**src/rtl/rob_phase_sequencer_if.sv**
```systemverilog
// Event stream from the phase sequencer to the simulation event logger.
// The master drives the event fields and valid; the slave returns ready.
interface rob_phase_sequencer_if #(
  parameter int LANE_W = 1,
  parameter int CNT_W  = 32
);
  logic              evt_valid;
  logic              evt_ready;
  logic [3:0]        evt_code;
  logic [LANE_W-1:0] evt_lane;
  logic [CNT_W-1:0]  evt_time;
  logic [CNT_W-1:0]  evt_duration;

  modport master (
    output evt_valid, evt_code, evt_lane, evt_time, evt_duration,
    input  evt_ready
  );

  modport slave (
    input  evt_valid, evt_code, evt_lane, evt_time, evt_duration,
    output evt_ready
  );
endinterface

```
**src/rtl/rob_phase_sequencer.sv**
```systemverilog
// ROB phase-marker sequencer: decodes fuzzing phase markers on every commit
// lane, tracks open phases, and serializes timestamped events in program order
// into a single valid/ready stream through an event FIFO.
// Optional watchdog on open phases: define ROBSEQ_WATCHDOG_EN.
//
// Per-phase state (one instance per phase 0..6):
//   state  | meaning
//   CLOSED | phase not running; END here is an orphan (error 1/2 code 2)
//   OPEN   | phase running since start_time; START here re-latches (code 1)
module rob_phase_sequencer #(
  parameter int LANES      = 2,
  parameter int FIFO_DEPTH = 8,
  parameter int CNT_W      = 32,
  parameter int WDOG_LIMIT = 100000
) (
  input  logic                  clock_i,
  input  logic                  reset_ni,
  input  logic [LANES-1:0]      commit_valid_i,
  input  logic [32*LANES-1:0]   commit_inst_i,
  rob_phase_sequencer_if.master evt,
  output logic [6:0]            phase_open_o,
  output logic                  err_valid_o,
  output logic [1:0]            err_code_o,
  output logic [3:0]            err_marker_o,
  output logic [15:0]           drop_cnt_o,
  output logic                  wdog_fire_o
);

  localparam int LW  = (LANES > 1) ? $clog2(LANES) : 1;
  localparam int AW  = (FIFO_DEPTH > 1) ? $clog2(FIFO_DEPTH) : 1;
  localparam int CW  = AW + 1;
  localparam int NPH = 7;

  typedef enum logic {CLOSED = 1'b0, OPEN = 1'b1} phase_st_t;

  typedef struct packed {
    logic [3:0]       code;
    logic [LW-1:0]    lane;
    logic [CNT_W-1:0] tm;
    logic [CNT_W-1:0] dur;
  } evt_t;

  logic [CNT_W-1:0] cnt_q;
  phase_st_t        ph_q [NPH];
  phase_st_t        ph_d [NPH];
  logic [CNT_W-1:0] st_q [NPH];
  logic [CNT_W-1:0] st_d [NPH];

  evt_t             mem_q [FIFO_DEPTH];
  logic [AW-1:0]    rd_ptr_q, wr_ptr_q;
  logic [CW-1:0]    count_q;

  logic             err_valid_q;
  logic [1:0]       err_code_q;
  logic [3:0]       err_marker_q;
  logic [15:0]      drop_q;
  logic [16:0]      drop_sum;

  logic             pop;
  int               space;
  int               npush;
  int               ndrop;
  logic [LANES-1:0] push_en;
  logic [AW-1:0]    push_idx [LANES];
  evt_t             push_ent [LANES];
  logic             err_hit;
  logic [1:0]       err_code_d;
  logic [3:0]       err_marker_d;

  logic [31:0]      inst;
  logic [3:0]       k;
  logic [2:0]       p;
  logic [1:0]       lerr;
  logic [CNT_W-1:0] dur_v;

  // Decode markers lane by lane, walking phase state in program order and
  // allocating FIFO slots while space remains; the first lane error wins.
  always_comb begin
    pop          = (count_q != '0) && evt.evt_ready;
    space        = FIFO_DEPTH - int'(count_q) + (pop ? 1 : 0);
    ph_d         = ph_q;
    st_d         = st_q;
    npush        = 0;
    ndrop        = 0;
    err_hit      = 1'b0;
    err_code_d   = '0;
    err_marker_d = '0;
    inst         = '0;
    k            = '0;
    p            = '0;
    lerr         = '0;
    dur_v        = '0;
    for (int i = 0; i < LANES; i++) begin
      push_en[i]  = 1'b0;
      push_idx[i] = '0;
      push_ent[i] = '0;
      inst        = commit_inst_i[32*i +: 32];
      if (commit_valid_i[i] && inst[19:0] == 20'h02013 && inst[31:20] < 12'd14) begin
        k     = inst[23:20];
        p     = k[3:1];
        lerr  = 2'd0;
        dur_v = '0;
        if (!k[0]) begin
          if (ph_d[p] == OPEN) lerr = 2'd1;
          ph_d[p] = OPEN;
          st_d[p] = cnt_q;
        end else if (ph_d[p] == OPEN) begin
          dur_v   = cnt_q - st_d[p];
          ph_d[p] = CLOSED;
        end else begin
          lerr = 2'd2;
        end
        if (npush < space) begin
          push_en[i]  = 1'b1;
          push_idx[i] = wr_ptr_q + AW'(npush);
          push_ent[i] = '{code: k, lane: LW'(i), tm: cnt_q, dur: dur_v};
          npush++;
        end else begin
          ndrop++;
          if (lerr == 2'd0) lerr = 2'd3;
        end
        if (lerr != 2'd0 && !err_hit) begin
          err_hit      = 1'b1;
          err_code_d   = lerr;
          err_marker_d = k;
        end
      end
    end
  end

  assign drop_sum = {1'b0, drop_q} + 17'(ndrop);

  // Cycle counter, per-phase FSMs with start times, first-error capture, drops
  always_ff @(posedge clock_i or negedge reset_ni) begin
    if (!reset_ni) begin
      cnt_q        <= '0;
      err_valid_q  <= 1'b0;
      err_code_q   <= '0;
      err_marker_q <= '0;
      drop_q       <= '0;
      for (int j = 0; j < NPH; j++) begin
        ph_q[j] <= CLOSED;
        st_q[j] <= '0;
      end
    end else begin
      cnt_q <= cnt_q + 1'b1;
      ph_q  <= ph_d;
      st_q  <= st_d;
      if (!err_valid_q && err_hit) begin
        err_valid_q  <= 1'b1;
        err_code_q   <= err_code_d;
        err_marker_q <= err_marker_d;
      end
      drop_q <= drop_sum[16] ? 16'hFFFF : drop_sum[15:0];
    end
  end

  // Event FIFO storage and pointers; head entry feeds the stream directly
  always_ff @(posedge clock_i or negedge reset_ni) begin
    if (!reset_ni) begin
      rd_ptr_q <= '0;
      wr_ptr_q <= '0;
      count_q  <= '0;
      for (int j = 0; j < FIFO_DEPTH; j++) mem_q[j] <= '0;
    end else begin
      for (int i = 0; i < LANES; i++) begin
        if (push_en[i]) mem_q[push_idx[i]] <= push_ent[i];
      end
      wr_ptr_q <= wr_ptr_q + AW'(npush);
      rd_ptr_q <= rd_ptr_q + AW'(pop);
      count_q  <= count_q + CW'(npush) - CW'(pop);
    end
  end

  assign evt.evt_valid    = (count_q != '0);
  assign evt.evt_code     = mem_q[rd_ptr_q].code;
  assign evt.evt_lane     = mem_q[rd_ptr_q].lane;
  assign evt.evt_time     = mem_q[rd_ptr_q].tm;
  assign evt.evt_duration = mem_q[rd_ptr_q].dur;

  // Phase-open vector straight from the per-phase state registers
  always_comb begin
    phase_open_o = '0;
    for (int j = 0; j < NPH; j++) phase_open_o[j] = (ph_q[j] == OPEN);
  end

  assign err_valid_o  = err_valid_q;
  assign err_code_o   = err_code_q;
  assign err_marker_o = err_marker_q;
  assign drop_cnt_o   = drop_q;

`ifdef ROBSEQ_WATCHDOG_EN
  logic [NPH-1:0] wdog_hit;
  logic           wdog_q;

  // One comparator per phase: open too long since its latest START
  always_comb begin
    wdog_hit = '0;
    for (int j = 0; j < NPH; j++)
      wdog_hit[j] = (ph_q[j] == OPEN) && ((cnt_q - st_q[j]) >= CNT_W'(WDOG_LIMIT));
  end

  // Sticky watchdog flag, cleared only by reset
  always_ff @(posedge clock_i or negedge reset_ni) begin
    if (!reset_ni) wdog_q <= 1'b0;
    else           wdog_q <= wdog_q | (|wdog_hit);
  end

  assign wdog_fire_o = wdog_q;
`else
  assign wdog_fire_o = 1'b0;
`endif

endmodule
```
**src/flat_wrapper.sv**
```systemverilog
// flat-port wrapper written by rule: the top's interface ports become plain ports
module rob_phase_sequencer_flat 
#(
  parameter int LANES      = 2,
  parameter int FIFO_DEPTH = 8,
  parameter int CNT_W      = 32,
  parameter int WDOG_LIMIT = 100000
)
  (clock_i, reset_ni, commit_valid_i, commit_inst_i, phase_open_o, err_valid_o, err_code_o, err_marker_o, drop_cnt_o, wdog_fire_o, evt_evt_valid, evt_evt_code, evt_evt_lane, evt_evt_time, evt_evt_duration, evt_evt_ready);
  rob_phase_sequencer_if #(.CNT_W(CNT_W)) evt_i ();
  input  logic clock_i;
  input  logic reset_ni;
  input  logic [LANES-1:0] commit_valid_i;
  input  logic [32*LANES-1:0] commit_inst_i;
  output logic [6:0] phase_open_o;
  output logic err_valid_o;
  output logic [1:0] err_code_o;
  output logic [3:0] err_marker_o;
  output logic [15:0] drop_cnt_o;
  output logic wdog_fire_o;
  output wire logic [$bits(evt_i.evt_valid)-1:0] evt_evt_valid;
  output wire logic [$bits(evt_i.evt_code)-1:0] evt_evt_code;
  output wire logic [$bits(evt_i.evt_lane)-1:0] evt_evt_lane;
  output wire logic [$bits(evt_i.evt_time)-1:0] evt_evt_time;
  output wire logic [$bits(evt_i.evt_duration)-1:0] evt_evt_duration;
  input wire logic [$bits(evt_i.evt_ready)-1:0] evt_evt_ready;
  assign evt_evt_valid = evt_i.evt_valid;
  assign evt_evt_code = evt_i.evt_code;
  assign evt_evt_lane = evt_i.evt_lane;
  assign evt_evt_time = evt_i.evt_time;
  assign evt_evt_duration = evt_i.evt_duration;
  assign evt_i.evt_ready = evt_evt_ready;
  rob_phase_sequencer #(.LANES(LANES), .FIFO_DEPTH(FIFO_DEPTH), .CNT_W(CNT_W), .WDOG_LIMIT(WDOG_LIMIT)) u_core (.clock_i(clock_i), .reset_ni(reset_ni), .commit_valid_i(commit_valid_i), .commit_inst_i(commit_inst_i), .evt(evt_i), .phase_open_o(phase_open_o), .err_valid_o(err_valid_o), .err_code_o(err_code_o), .err_marker_o(err_marker_o), .drop_cnt_o(drop_cnt_o), .wdog_fire_o(wdog_fire_o));
endmodule
```
**config.mk**
```make
export PLATFORM = sky130hd
export DESIGN_NAME = rob_phase_sequencer_flat
export DESIGN_NICKNAME = d
export VERILOG_FILES = /design/src/rtl/rob_phase_sequencer_if.sv /design/src/rtl/rob_phase_sequencer.sv /design/src/flat_wrapper.sv
export SDC_FILE = /design/constraint.sdc
export NUM_CORES = 2
export LEC_CHECK = 0
export ABC_AREA = 0
export CORE_MARGIN = 3
export CORE_UTILIZATION = 53
export DETAILED_ROUTE_END_ITERATION = 16
export GPL_ROUTABILITY_DRIVEN = 0
export PLACE_DENSITY = 0.76
export SYNTH_ARGS = -nofsm -noshare
export SYNTH_HDL_FRONTEND = slang
export SYNTH_SLANG_ARGS = --single-unit
```
**constraint.sdc**
```tcl
create_clock -name clock_i -period 7.9 [get_ports clock_i]
set_clock_uncertainty 0.15 [all_clocks]
set_input_delay 2.37 -clock clock_i [delete_from_list [all_inputs] [get_ports clock_i]]
set_output_delay 2.37 -clock clock_i [all_outputs]
set_load 0.05 [all_outputs]
```
# [Yosys cells after proc, flatten, opt, wreduce, memory -nomap -nowiden]
# Cells that the tools add are included.
[op_classes] n_mux=95 mul=0 order_cmp=13 n_div=0 n_shift=0 n_bitwise=11 eq_ne=2 reduce_logical=18 add_sub_neg=13
[ops] op="$bwmux 552" count=2
[ops] op="$mux 552" count=2
[ops] op="$mux 224" count=4
[ops] op="$mux 69" count=8
[ops] op="$bwmux 224" count=2
[ops] op="$demux 69 s3" count=2
[ops] op="$mux 32" count=10
[ops] op="$bmux 69 s3" count=1
[ops] op="$bmux 32 s3" count=2
[ops] op="$demux 32 s3" count=2
[ops] op="$sub 32x32->32" count=2
[ops] op="$mux 7" count=6
[ops] op="$eq 20x14->1 const B" count=2
[ops] op="$mux 17" count=2
[ops] op="$add 32x1->32 const B" count=1
[ops] op="$add 32x32->32" count=1
[ops] op="$lt 1x32->1 const A" count=1
[ops] op="$lt 32x32->1" count=1
[ops] op="$mux 2" count=16
[ops] op="$lt 12x4->1 const B" count=2
[ops] op="$mux 4" count=6
[ops] op="$mux 1" count=21
[ops] op="$ge 4x4->1 const B" count=5
[ops] op="$not 3->4" count=5
[ops] op="21 further kinds" count=46
[word_totals] n_memories=0 latchBits=0 reg_bits=848 inputBits=69 rom_bits=0 ram_bits=0

# [Depth between registers and ports, before layout]
[depth] ltp_word=25 mapped_depth=29 depth_no_buf=27

# [Least setup slack after synthesis]
# OpenSTA, ideal clock, no wires.
[synth_timing] path_type="input-to-reg" start="in commit_inst_i[7]" end="reg u_core.mem_q[168] (netlist name)" setup_ns=0.068 setup_slack_ns=-0.412 arrival_time_ns=8.094 t_required_ns=7.682 cell_stages=23 path_cell_list="or4b_1 -> or3_1 -> buf_2 -> nor4_2 -> clkbuf_1 -> buf_1 -> nand2_1 -> o211ai_1 -> nand3_1 -> nor4b_1 -> ha_1 -> inv_1 -> fa_1 -> a211oi_1 -> o21bai_1 -> o21ba_2 -> o21ai_0 -> a21oi_1 -> a31oi_1 -> mux2i_1 -> nor3_1 -> a22oi_1 -> nand2_1"
[synth_between] elab_chain_len=14
[synth_lines] item="start: declaration" line_no="flat_wrapper.sv:14" text="input logic [32*LANES-1:0] commit_inst_i;"
[synth_lines] item="$eq 20x14->1 *" line_no="rob_phase_sequencer.sv:98" text="if (commit_valid_i[i] && inst[19:0] == 20'h02013 && inst[31:20] < 12'd14) begin"
[synth_lines] item="$logic_and 1x1->1 * (2 in series)" line_no="rob_phase_sequencer.sv:98"
[synth_lines] item="$mux 1 or $mux 224 (tied branches)" line_no="rob_phase_sequencer.sv:98"
[synth_lines] item="$lt 32x32->1, or another cell as far along" line_no="rob_phase_sequencer.sv:113" text="if (npush < space) begin"
[synth_lines] item="$mux 3 or $mux 32 (tied branches)" line_no="rob_phase_sequencer.sv:113, rob_phase_sequencer.sv:108"
[synth_lines] item="$mux 3 or $mux 32 (tied branches)" line_no="rob_phase_sequencer.sv:98, rob_phase_sequencer.sv:108"
[synth_lines] item="$not 3->4 (implied by the code) or $sub 32x32->32 (tied branches)" line_no="rob_phase_sequencer.sv:167, rob_phase_sequencer.sv:108"
[synth_lines] item="$ge 4x4->1 (implied by the code), or another cell as far along" line_no="rob_phase_sequencer.sv:167" text="if (push_en[i]) mem_q[push_idx[i]] <= push_ent[i];"
[synth_lines] item="$logic_and 1x1->1 (implied by the code) or $mux 32 (tied branches)" line_no="rob_phase_sequencer.sv:167, rob_phase_sequencer.sv:103"
[synth_lines] item="$mux 69 (on tied branches)" line_no="rob_phase_sequencer.sv:167, rob_phase_sequencer.sv:113"
[synth_lines] item="$demux 69 s3 or $mux 69 (tied branches)" line_no="rob_phase_sequencer.sv:167, rob_phase_sequencer.sv:98"
[synth_lines] item="$bwmux 552" line_no="rob_phase_sequencer.sv:167"
[synth_lines] item="$mux 552 *" line_no="rob_phase_sequencer.sv:167"
[synth_lines] item="end signal: indexed assignment" line_no="rob_phase_sequencer.sv:167"
[synth_lines] item="end: declaration" line_no="rob_phase_sequencer.sv:49" text="evt_t mem_q [FIFO_DEPTH];"
# Every way passes the cells marked *; elsewhere a longest branch is shown, timed or not. The select of a mux whose other input is x is not followed.
# A chain may end at the register's enable or synchronous reset.

# [Worst setup path after layout]
[layout_timing] start="in commit_inst_i[6]" end="reg u_core.mem_q[510] (netlist name)"
# Same word-level chain as after synthesis.

==> impl_metrics.env <==
export IMPL_arrival_ns=7.97
export IMPL_cts_clk_slew_worst_paths_ns=0.07
export IMPL_initial_core_util_pct=53.7
export IMPL_worstMarginPinSlew_ns=1.18
export IMPL_met2_usage_pct=51.8
export IMPL_yosys_area_share_xor_xnor_pct=1.75
export IMPL_placed_cell_area_um2=53200
export IMPL_grt_overflow_total=0
export IMPL_cts_buffers=90
export IMPL_syn_to_final_growth_pct=15.7
export IMPL_grt_max_degree=177
export IMPL_synth_top_family_by_area="multiplexers"
export IMPL_grt_total_usage_pct=33.7
export IMPL_ant_nets=0
export IMPL_slowest_stage="or4b_1"
export IMPL_outcome="finished, final reports clean"
export IMPL_cp_cell_sequence="clkdlybuf4s50_1, or4b_1, or3_1, nor4_4, buf_4, buf_12, mux2i_1, o22ai_1, nor4_1, ha_1, and3_1, nand3_1, o2111ai_1, a31oi_1, o211ai_1, a21oi_2, o21ai_0, xor2_1, nand2_1, a22oi_1"
export IMPL_ys_seq_elements=848
export IMPL_cts_tree="built"
export IMPL_netlist_area_um2=48600
export IMPL_leakage_nw=26.6
export IMPL_drv_cap=0
export IMPL_hold_violations=0
export IMPL_final_area_um2=56200
export IMPL_synth_commonest_cells="dfrtp_1, nand2_1, mux2_2, a21oi_1, clkbuf_1"
export IMPL_finalCriticalPeriod_ns=7.51
export IMPL_peakVddDrop_mv=0.205
export IMPL_crit_path_start_kind="primary input"
export IMPL_worstPathMaxFanout=7
export IMPL_vias=40800
export IMPL_synth_async_reset_ratio_pct=100
export IMPL_grt_use_met3_pct=9.95
export IMPL_grt_met1_usage_pct=42.5
export IMPL_synthMuxAreaShare_pct=24.1
export IMPL_cts_setup_buffers=0
export IMPL_synthAdderAreaFrac_pct=2.49
export IMPL_holdBufCountCts=0
export IMPL_antenna_found_initial=3
export IMPL_clock_sinks=848
export IMPL_h_tree_depth=3
export IMPL_synthSimpleGateAreaFrac_pct=12.3
export IMPL_syn_inst=4704
export IMPL_fin_ws_ns=0.393
export IMPL_drc_errors=0
export IMPL_die_height_um=309
export IMPL_drive_above_1_share_pct=24.6
export IMPL_synth_area_leaders="dfrtp_1, mux2_2, mux4_2, mux2i_1, nand2_1"
export IMPL_synth_edf_count=0
export IMPL_seq_area_frac_synth_pct=43.7
export IMPL_utilization_pct=62.2
export IMPL_synth_compound_area_share_pct=12.3
export IMPL_final_cells=6150
export IMPL_yosys_area_top_type="dfrtp_1"
export IMPL_critical_path_max_stage_delay_ns=0.55
export IMPL_crit_type="primary input to flop"
export IMPL_ys_flop_type="dfrtp_1"
export IMPL_dp_cells=5983
export IMPL_grt_pass1_vias=40700
export IMPL_via_per_inst=6.64
export IMPL_cts_buffer_depth=3
export IMPL_cts_root_buf="clkbuf_16"
export IMPL_yosysTopAreaCellShare_pct=43.7
export IMPL_synth_nets=4866
export IMPL_fp_row_count=110
export IMPL_dieWidth_um=309
export IMPL_fmax_mhz=133
export IMPL_grt_pass1_wl_mm=246
export IMPL_pre_cts_ws_ns=-0.336
export IMPL_synth_most_common_cell="dfrtp_1"
export IMPL_die_area_um2=95300
export IMPL_grt_busiest_layer="met2"
export IMPL_first_pass_iters=7
export IMPL_ys_types=82
export IMPL_drt_iter0_drc=5644
export IMPL_io_pins=170
export IMPL_core_area_um2=90400
export IMPL_ys_warn_count=0
export IMPL_port_buffers=168
export IMPL_power_density_nw_per_um2=183
export IMPL_fin_nets=5061
export IMPL_hold_path_class="flop to flop"
export IMPL_relSlewSlack_pct=21.3
export IMPL_drt_total_wl_mm=162
export IMPL_rsz0062_at_grt="no"
export IMPL_endpoint_kind="flop"
export IMPL_cp_required_ns=8.36
export IMPL_slew_viol_final=0
export IMPL_finalCritPeriodShare_pct=95.0
export IMPL_avgSynthCellArea_um2=10.3
export IMPL_clock_latency_ns=0.71
export IMPL_dpl_hpwl_mm=106
export IMPL_setup_viol=0
export IMPL_wire_per_inst_um=26.3
area by class of cell:
class	count	area, um^2
diodes	1	2.50
repair buffers	488	4390
well taps	1176	1470
flip-flops and latches	848	21200
clock inverters	37	448
multi-input cells	3425	25900
fillers	7100	34200
inverters	46	173
clock buffers	129	2560
critical path: cells and delay by family:
kind	cells	cell delay [ns]
simple gates	7	2.43
buf+inv	3	0.83
mux	1	0.17
compound gates	7	1.58
xor+xnor	1	0.32
fa+ha+maj	1	0.27
cell usage in the layout (no fill, tap or decap), types with 12 or more instances in the layout:
master           count
dfrtp_1            845
a21oi_1            404
nor4_1              23
o21ai_0            229
clkinv_2            15
inv_1               42
xnor2_1             64
nand2_1            561
clkbuf_8            16
a22o_1              12
mux4_2             139
clkdlybuf4s50_1    164
a22oi_1            103
nor3_2              17
o22ai_1             29
mux2i_1            231
and2_1              25
nor2b_1             22
nand4_1             60
ha_1                88
buf_12              25
mux2_2             557
clkbuf_16           90
clkbuf_1            23
a21o_1              37
xor2_1              33
a31oi_1             21
nand2b_1            12
or3_1               19
and3_1              55
o211ai_1            16
a211oi_1            31
buf_4              295
a221oi_1            19
nand3_1             96
nor3_1              79
nor2_1             265
state kept, by name, summed over array words and instances, names as in the netlist, 2 cells and up:
register / count
u_core.rd_ptr_q: 3
u_core.err_marker_o: 4
u_core.st_q: 224
u_core.drop_cnt_o: 16
u_core.cnt_q: 32
u_core.count_q: 4
u_core.err_code_o: 2
u_core.mem_q: 552
u_core.phase_open_o: 7
u_core.wr_ptr_q: 3
per-stage QoR:
stage / setup TNS (ns) / power (W) / hold WS [ns]
2_1_floorplan: 0 / 0.00547 / 0.292
3_3_place_gp: -8.60 / 0.00599 / 0.299
5_1_grt: 0 / 0.0106 / 0.349
6_report: 0 / 0.0103 / 0.313
4_1_cts: 0 / 0.0103 / 0.316
3_5_place_dp: -17.57 / 0.00601 / 0.302
cells by family after synthesis:
kind of cell	count (synthesis)
compound gates	996
xor+xnor	97
fa+ha+maj	94
buf+inv	431
flops	848
mux	927
other cells	1
simple gates	1310
metal layers:
layer	wire, um	part of all wire [%]
met5	40	0.025
met4	11100	6.9
met3	18900	12
met2	71800	44
met1	60200	37
timing repair:
item                       in CTS  in global routing
resized for setup               0                  3
hold endpoints to repair        0                  0
setup endpoints to repair       0                 17
report_power, final:
group          switching, W  internal (W)  leakage [nW]  total [W]
Clock               0.00187       0.00247          1.47    0.00435
Sequential         0.000147       0.00437          11.8    0.00451
Combinational      0.000846      0.000584          13.4    0.00143
Total               0.00287       0.00742          26.6     0.0103
final timing paths:
check                                            start                              to  slack (ns)  cells past startpoint
min in group asynchronous                     reset_ni     u_core.mem_q[361]$_DFF_PN0_        1.58                      1
setup / recovery                      commit_inst_i[6]     u_core.mem_q[510]$_DFF_PN0_        0.39                     20
setup reg to reg           u_core.count_q[0]$_DFF_PN0_  u_core.drop_cnt_o[5]$_DFF_PN0_        2.04                     24
hold reg to reg              u_core.cnt_q[0]$_DFF_PN0_       u_core.cnt_q[0]$_DFF_PN0_        0.31                      1
max in group asynchronous                     reset_ni     u_core.mem_q[416]$_DFF_PN0_        4.52                      2
hold / removal               u_core.cnt_q[0]$_DFF_PN0_       u_core.cnt_q[0]$_DFF_PN0_        0.31                      1
(Power assumes the default switching activity.)
